### src/rtl/display_scan_controller.sv
// Four-digit seven-segment scan scheduler: slot sequencing, blanking, brightness PWM, guard band,
// and double-buffered display data that only changes on a frame boundary.
module display_scan_controller #(
    parameter int unsigned REFRESH_DIV = 100000,
    parameter int unsigned DIV_W       = 17,
    parameter int unsigned GUARD       = 2
) (
    input  logic        clk,
    input  logic        reset_n,
    input  logic        load,
    input  logic [15:0] digits_in,
    input  logic [3:0]  blank_mask_in,
    input  logic [3:0]  brightness_in,
    output logic        load_ack,
    output logic [1:0]  LED_activating_counter,
    output logic [3:0]  digit_value,
    output logic        digit_blank,
    output logic        frame_start
);

    typedef enum logic [0:0] {StIdle, StPending} state_e;

    state_e             state_q, state_d;
    logic [DIV_W-1:0]   div_q, div_d;
    logic [1:0]         slot_q, slot_d;
    logic [3:0]         pwm_q, pwm_d;
    logic [15:0]        act_digits_q, act_digits_d, pend_digits_q, pend_digits_d;
    logic [3:0]         act_mask_q, act_mask_d, pend_mask_q, pend_mask_d;
    logic [3:0]         act_bright_q, act_bright_d, pend_bright_q, pend_bright_d;
    logic               load_ack_q, load_ack_d;
    logic               frame_start_q, frame_start_d;
    logic [3:0]         value_q, value_d;
    logic               blank_q, blank_d;
    logic               last_div, wrap;
    logic [1:0]         sel;

    always_comb begin
        last_div      = (div_q == DIV_W'(REFRESH_DIV - 1));
        wrap          = last_div && (slot_q == 2'd3);
        div_d         = last_div ? '0 : div_q + DIV_W'(1);
        slot_d        = last_div ? slot_q + 2'd1 : slot_q;
        pwm_d         = pwm_q + 4'd1;
        frame_start_d = wrap;

        state_d       = state_q;
        pend_digits_d = pend_digits_q;
        pend_mask_d   = pend_mask_q;
        pend_bright_d = pend_bright_q;
        act_digits_d  = act_digits_q;
        act_mask_d    = act_mask_q;
        act_bright_d  = act_bright_q;
        load_ack_d    = 1'b0;

        unique case (state_q)
            StIdle: begin
                // A load landing on the wrap edge is only staged; it commits next frame.
                if (load) begin
                    pend_digits_d = digits_in;
                    pend_mask_d   = blank_mask_in;
                    pend_bright_d = brightness_in;
                    state_d       = StPending;
                end
            end
            StPending: begin
                if (wrap) begin
                    act_digits_d = pend_digits_q;
                    act_mask_d   = pend_mask_q;
                    act_bright_d = pend_bright_q;
                    load_ack_d   = 1'b1;
                end
                if (load) begin
                    pend_digits_d = digits_in;
                    pend_mask_d   = blank_mask_in;
                    pend_bright_d = brightness_in;
                end else if (wrap) begin
                    state_d = StIdle;
                end
            end
            default: state_d = StIdle;
        endcase

        // Outputs are decoded from next-state so slot, value and blank all update on one edge.
        sel     = ~slot_d;
        value_d = act_digits_d[{sel, 2'b00} +: 4];
        blank_d = act_mask_d[sel] || (div_d < DIV_W'(GUARD)) || (pwm_d > act_bright_d);
    end

    always_ff @(posedge clk or negedge reset_n) begin
        if (!reset_n) begin
            state_q       <= StIdle;
            div_q         <= '0;
            slot_q        <= 2'd0;
            pwm_q         <= 4'd0;
            act_digits_q  <= 16'h0000;
            act_mask_q    <= 4'hF;
            act_bright_q  <= 4'hF;
            pend_digits_q <= 16'h0000;
            pend_mask_q   <= 4'h0;
            pend_bright_q <= 4'h0;
            load_ack_q    <= 1'b0;
            frame_start_q <= 1'b0;
            value_q       <= 4'd0;
            blank_q       <= 1'b1;
        end else begin
            state_q       <= state_d;
            div_q         <= div_d;
            slot_q        <= slot_d;
            pwm_q         <= pwm_d;
            act_digits_q  <= act_digits_d;
            act_mask_q    <= act_mask_d;
            act_bright_q  <= act_bright_d;
            pend_digits_q <= pend_digits_d;
            pend_mask_q   <= pend_mask_d;
            pend_bright_q <= pend_bright_d;
            load_ack_q    <= load_ack_d;
            frame_start_q <= frame_start_d;
            value_q       <= value_d;
            blank_q       <= blank_d;
        end
    end

    assign load_ack               = load_ack_q;
    assign LED_activating_counter = slot_q;
    assign digit_value            = value_q;
    assign digit_blank            = blank_q;
    assign frame_start            = frame_start_q;

endmodule

### config.mk
export PLATFORM = sky130hd
export DESIGN_NAME = display_scan_controller
export DESIGN_NICKNAME = d
export VERILOG_FILES = /design/src/rtl/display_scan_controller.sv
export SDC_FILE = /design/constraint.sdc
export NUM_CORES = 1
export LEC_CHECK = 0
export CORE_MARGIN = 3
export CORE_UTILIZATION = 30
export DETAILED_ROUTE_END_ITERATION = 7
export GPL_TIMING_DRIVEN = 0
export HOLD_SLACK_MARGIN = 0.08
export SKIP_LAST_GASP = 1
export SLEW_MARGIN = 20
export SYNTH_ARGS = -nofsm -noshare
export SYNTH_HDL_FRONTEND = slang
export SYNTH_SLANG_ARGS = --single-unit
### constraint.sdc
create_clock -name clk -period 8.1 [get_ports clk]
set_clock_uncertainty 0.1 [all_clocks]
set_input_delay 1.62 -clock clk [delete_from_list [all_inputs] [get_ports clk]]
set_output_delay 1.62 -clock clk [all_outputs]
set_load 0.05 [all_outputs]
# After elaboration in Yosys (flattened, before gate mapping)
# Cells that the tools add are included.
# W data, S select, Z words.
# classes
addsub	3
order_cmp	3
n_eq_ne	2
shift	1
mux	19
bitwise_logic	2
reduce_logical	3
# op_table
cell	count
$mux W16	3
$mux W4	6
$add A17 B1 Y17 const B	1
$eq A17 B17 Y1 const B	1
$lt A17 B2 Y1 const B	1
$mux W17	1
$shiftx A16 B5 Y4	1
$mux W1	6
$add A4 B1 Y4 const B	1
$gt A4 B4 Y1	1
$lt A2 B3 Y1 const B	1
$add A2 B1 Y2 const B	1
$bmux W1 S2	1
$eq A2 B2 Y1 const B	1
$logic_or A1 B1 Y1	2
$mux W2	1
$not A2 Y2	1
$pmux W1 S2	1
$logic_and A1 B1 Y1	1
$not A1 Y1	1
# totals
reg_bits	79
in_bits	27
output_inout_bits	9

# Longest topological paths before layout
# logic_depth
ltp_word	8
depth_mapped	15
depth_no_buf	12

# Worst setup path before layout
# No wires, ideal clock.
# synth_timing
path_type	reg2reg
startpoint	register div_q[0]
endpoint	register blank_q, in the netlist digit_blank
t_arrival_ns	3.418
slack_ns	4.495
stages_incl_launch_ff	16
path_buffers	3
period_less_slack_ns	3.605
path_cell_list	dfrtp_1 ha_1 nand4_1 nor4_4 and2_1 buf_4 buf_6 buf_4 mux2i_1 ha_1 nor2b_1 o21a_1 o21a_1 o21ai_0 o211a_1 o211ai_1
# synth_between
elab_chain_cells	8
word_cells_on_any_way	16
classes_between	add/sub (1); order compare (2); eq/ne (1); mux (8); bitwise (1); reduce/logical (3)
# synth_lines
element	line_no	rtl
start: declaration	24	logic [DIV_W-1:0] div_q, div_d;
start signal: assignment	106	div_q <= div_d;
branches (longest 7 deep; another with $add A17 B1 Y17)	--	
$logic_or A1 B1 Y1 *	85	blank_d = act_mask_d[sel] || (div_d < DIV_W'(GUARD)) || (pwm_d > act_bright_d);
net blank_d	33	logic blank_q, blank_d;
end signal: assignment	118	blank_q <= blank_d;
end: declaration	33	
# Mark *: on every way through the listed nets, which the timed path passes. The select of a mux whose other input is x is not followed.
# A chain may end at the register's enable or synchronous reset.

# Worst setup path in the final report
# Same ends and word-level chain as after synthesis.

==> results.json <==
{
  "status": "completed",
  "place_congestion": 0.816,
  "syn-cell-area_um2": 3590,
  "cts.sinks": 79,
  "synth_top_cell_by_area": "dfrtp_1",
  "yosysMostFrequentCell": "dfrtp_1",
  "reg2reg_from": "div_q[0]",
  "finalSetupViolCount": 0,
  "max_cap_viol_count": 0,
  "crit_type": "register to register",
  "critPathMaxFanout": 10,
  "die_area_um2": 13300,
  "worst-r2r-setup-slack_ps": 3800,
  "cts_buffers": 9,
  "dr.pass1.iters": 5,
  "clock_path_buffers": 2,
  "reg2reg_to": "digit_blank",
  "drv_slew": 0,
  "syn_avg_cell_area_um2": 12.7,
  "min_from": "state_q",
  "post-route-min-period_ps": 4300,
  "grt_first_pass_wirelength_mm": 11.8,
  "arrival_ps": 4450,
  "final_net_count": 362,
  "grt_max_degree": 41,
  "peakVddDrop_mv": 0.0852,
  "antenna_found_initial": 0,
  "synth_edf_count": 0,
  "start_util_pct": 31.0,
  "synthArstFlopShare_pct": 100,
  "core_area_um2": 11600,
  "cts_hold_buf": 0,
  "cts-root-buf": "clkbuf_16",
  "relSlewSlack_pct": 47.9,
  "cts_tree": "yes",
  "syn_to_final_growth_pct": 22.6,
  "rsz0062_at_grt": "false",
  "synth_area_leaders": "dfrtp_1 (49%), mux2_2 (8.2%), dfstp_2 (6.6%)",
  "setup_tns_ps": 0,
  "required_ps": 8250,
  "synth_top_area_share_pct": 48.8,
  "io_pins": 36,
  "fin_total_pwr_uw": 822,
  "drt_wl_total_mm": 6.80,
  "hold_violations": 0,
  "netlist_top_cells_count": "dfrtp_1 (70), mux2_2 (26), mux2_1 (18)",
  "grt.total_usage_pct": 11.4,
  "vias": 2232,
  "yosysUniqueCellTypes": 44,
  "min_to": "state_q",
  "leakagePower_nw": 1.95,
  "hold_depth": 1,
  "cp-start-kind": "register",
  "cts.repair.resized": 0,
  "num_rows": 39,
  "grt-ovfl-total": 0,
  "wire_per_inst_um": 14.3,
  "viasPerCell": 4.69,
  "synth_seq_area_share_pct": 55.4,
  "synthesis.nets": 316,
  "netlist_instances": 282,
  "max_slew.worst_pin.slew_ps": 760,
  "antenna_cells": 0,
  "clock.fmax_ghz": 0.232,
  "dp_hpwl_mm": 4.89,
  "post-route-util_pct": 38.0,
  "ys_ff_latch": 79,
  "ant_nets": 0,
  "rr_worst_depth": 15,
  "clk_latency_ps": 330,
  "drc": 0,
  "cts_setup_buffers": 0,
  "p_per_area_nw_per_um2": 187,
  "htreeDepth": 3,
  "hold_path_class": "register to register",
  "port_buffers": 34,
  "yosysWarnings": 0,
  "die_y_um": 115,
  "die_w_um": 115,
  "fin_crit_sh_pct": 53.1,
  "end_kind": "register",
  "drt-initial-drc-count": 73,
  "layout-drive-gt1-share_pct": 21.3,
  "synth_flop_cell": "dfrtp_1",
  "fillCellCount": 1107,
  "path_clk_slew_ps": 60,
  "grt_pass1_vias": 2393
}
==> where the power goes <==
part           leakage, nW  internal [mW]  switching, mW
Sequential           0.993          0.407        0.00780
Clock                0.126          0.209          0.161
Combinational        0.830         0.0228         0.0154
==> flip-flops by register name, summed over array words and instances (netlist names) <==
signal	cells
load_ack	1
pend_digits_q	16
state_q	1
act_digits_q	16
pwm_q	4
act_mask_q	4
pend_bright_q	4
LED_activating_counter	2
digit_blank	1
act_bright_q	4
frame_start	1
digit_value	4
pend_mask_q	4
div_q	17
==> how the worst max path moves through the flow <==
| stage | startpoint | slack (ps) | to |
|---|---|---|---|
| 6_report | div_q[0] | 3800 | digit_blank |
| 5_1_grt | div_q[0] | 3500 | digit_blank |
| 4_1_cts | div_q[0] | 3780 | digit_blank |
| 3_5_place_dp | div_q[0] | 3810 | digit_blank |
| 3_3_place_gp | reset_n | 2510 | pend_digits_q[14] |
| 2_1_floorplan | div_q[0] | 4490 | digit_blank |
==> area by class of cell <==
class                      count  area, um2  share of cell area [%]
clock buffer                  10        229                    5.21
buffer                        16       83.8                    1.91
inverter                      13       48.8                    1.11
clock inverter                 6       45.0                    1.02
tap                          143        179                    4.07
multi-input combinational    174       1470                    33.3
sequential                    79       1990                    45.2
timing repair buffer          35        358                    8.14
==> per-stage QoR <==
step | hold WS [ps] | instance area [um2] | cells | setup WS, ps
6_report | 373 | 4400 | 476 | 3800
5_1_grt | 396 | 4400 | 476 | 3500
4_1_cts | 377 | 4400 | 476 | 3780
3_5_place_dp | 362 | 4120 | 460 | 3810
3_3_place_gp | 352 | 4110 | 459 | 2510
2_1_floorplan | 341 | 3590 | 282 | 4490
==> cells in the final DEF, fill, tap and decap left out, drive strengths merged, types with 2 or more instances in the layout <==
master / Yosys / layout
dfrtp: 70 / 70
nand2: 14 / 14
mux2: 44 / 44
nor3: 5 / 5
o211a: 2 / 2
nand4: 5 / 5
clkdlybuf4s50: 0 / 33
o21ai: 9 / 9
nor4: 5 / 5
and3: 2 / 2
xnor2: 10 / 10
clkinvlp: 0 / 3
o21a: 2 / 2
xor2: 10 / 10
a21o: 2 / 2
buf: 9 / 11
mux4: 4 / 4
ha: 7 / 7
o211ai: 2 / 2
nor2: 16 / 16
and2: 2 / 2
dfstp: 9 / 9
mux2i: 11 / 11
clkbuf: 7 / 17
nand3: 9 / 9
inv: 13 / 15
==> worst max-delay path, cell delays in order (launching register included) <==
cell and delay (ps):
dfrtp_1 390, ha_1 300, nand4_1 370, nor4_4 720, and2_1 210, buf_4 160
buf_6 160, buf_4 210, mux2i_1 300, ha_1 280, nor2b_1 140, o21a_1 170
o21a_1 160, o21ai_0 240, o211a_1 200, o211ai_1 100
==> kinds of logic after synthesis <==
kind of cell,synth area share (%)
flops,55.4
mux,19.4
fa+ha+maj,2.44
simple gates,9.73
xor+xnor,4.88
compound gates,4.43
buf+inv,3.70
==> metal layers <==
layer / vias up / GRT usage [%] / wire length, um
met2: 31 / 17.9 / 3070
met5: - / 0 / 0
met1: 1107 / 15.0 / 3360
met3: 11 / 3.26 / 241
met4: 0 / 4.69 / 129
li1: 1083 / - / -
Power figures use the tool's default switching activity.
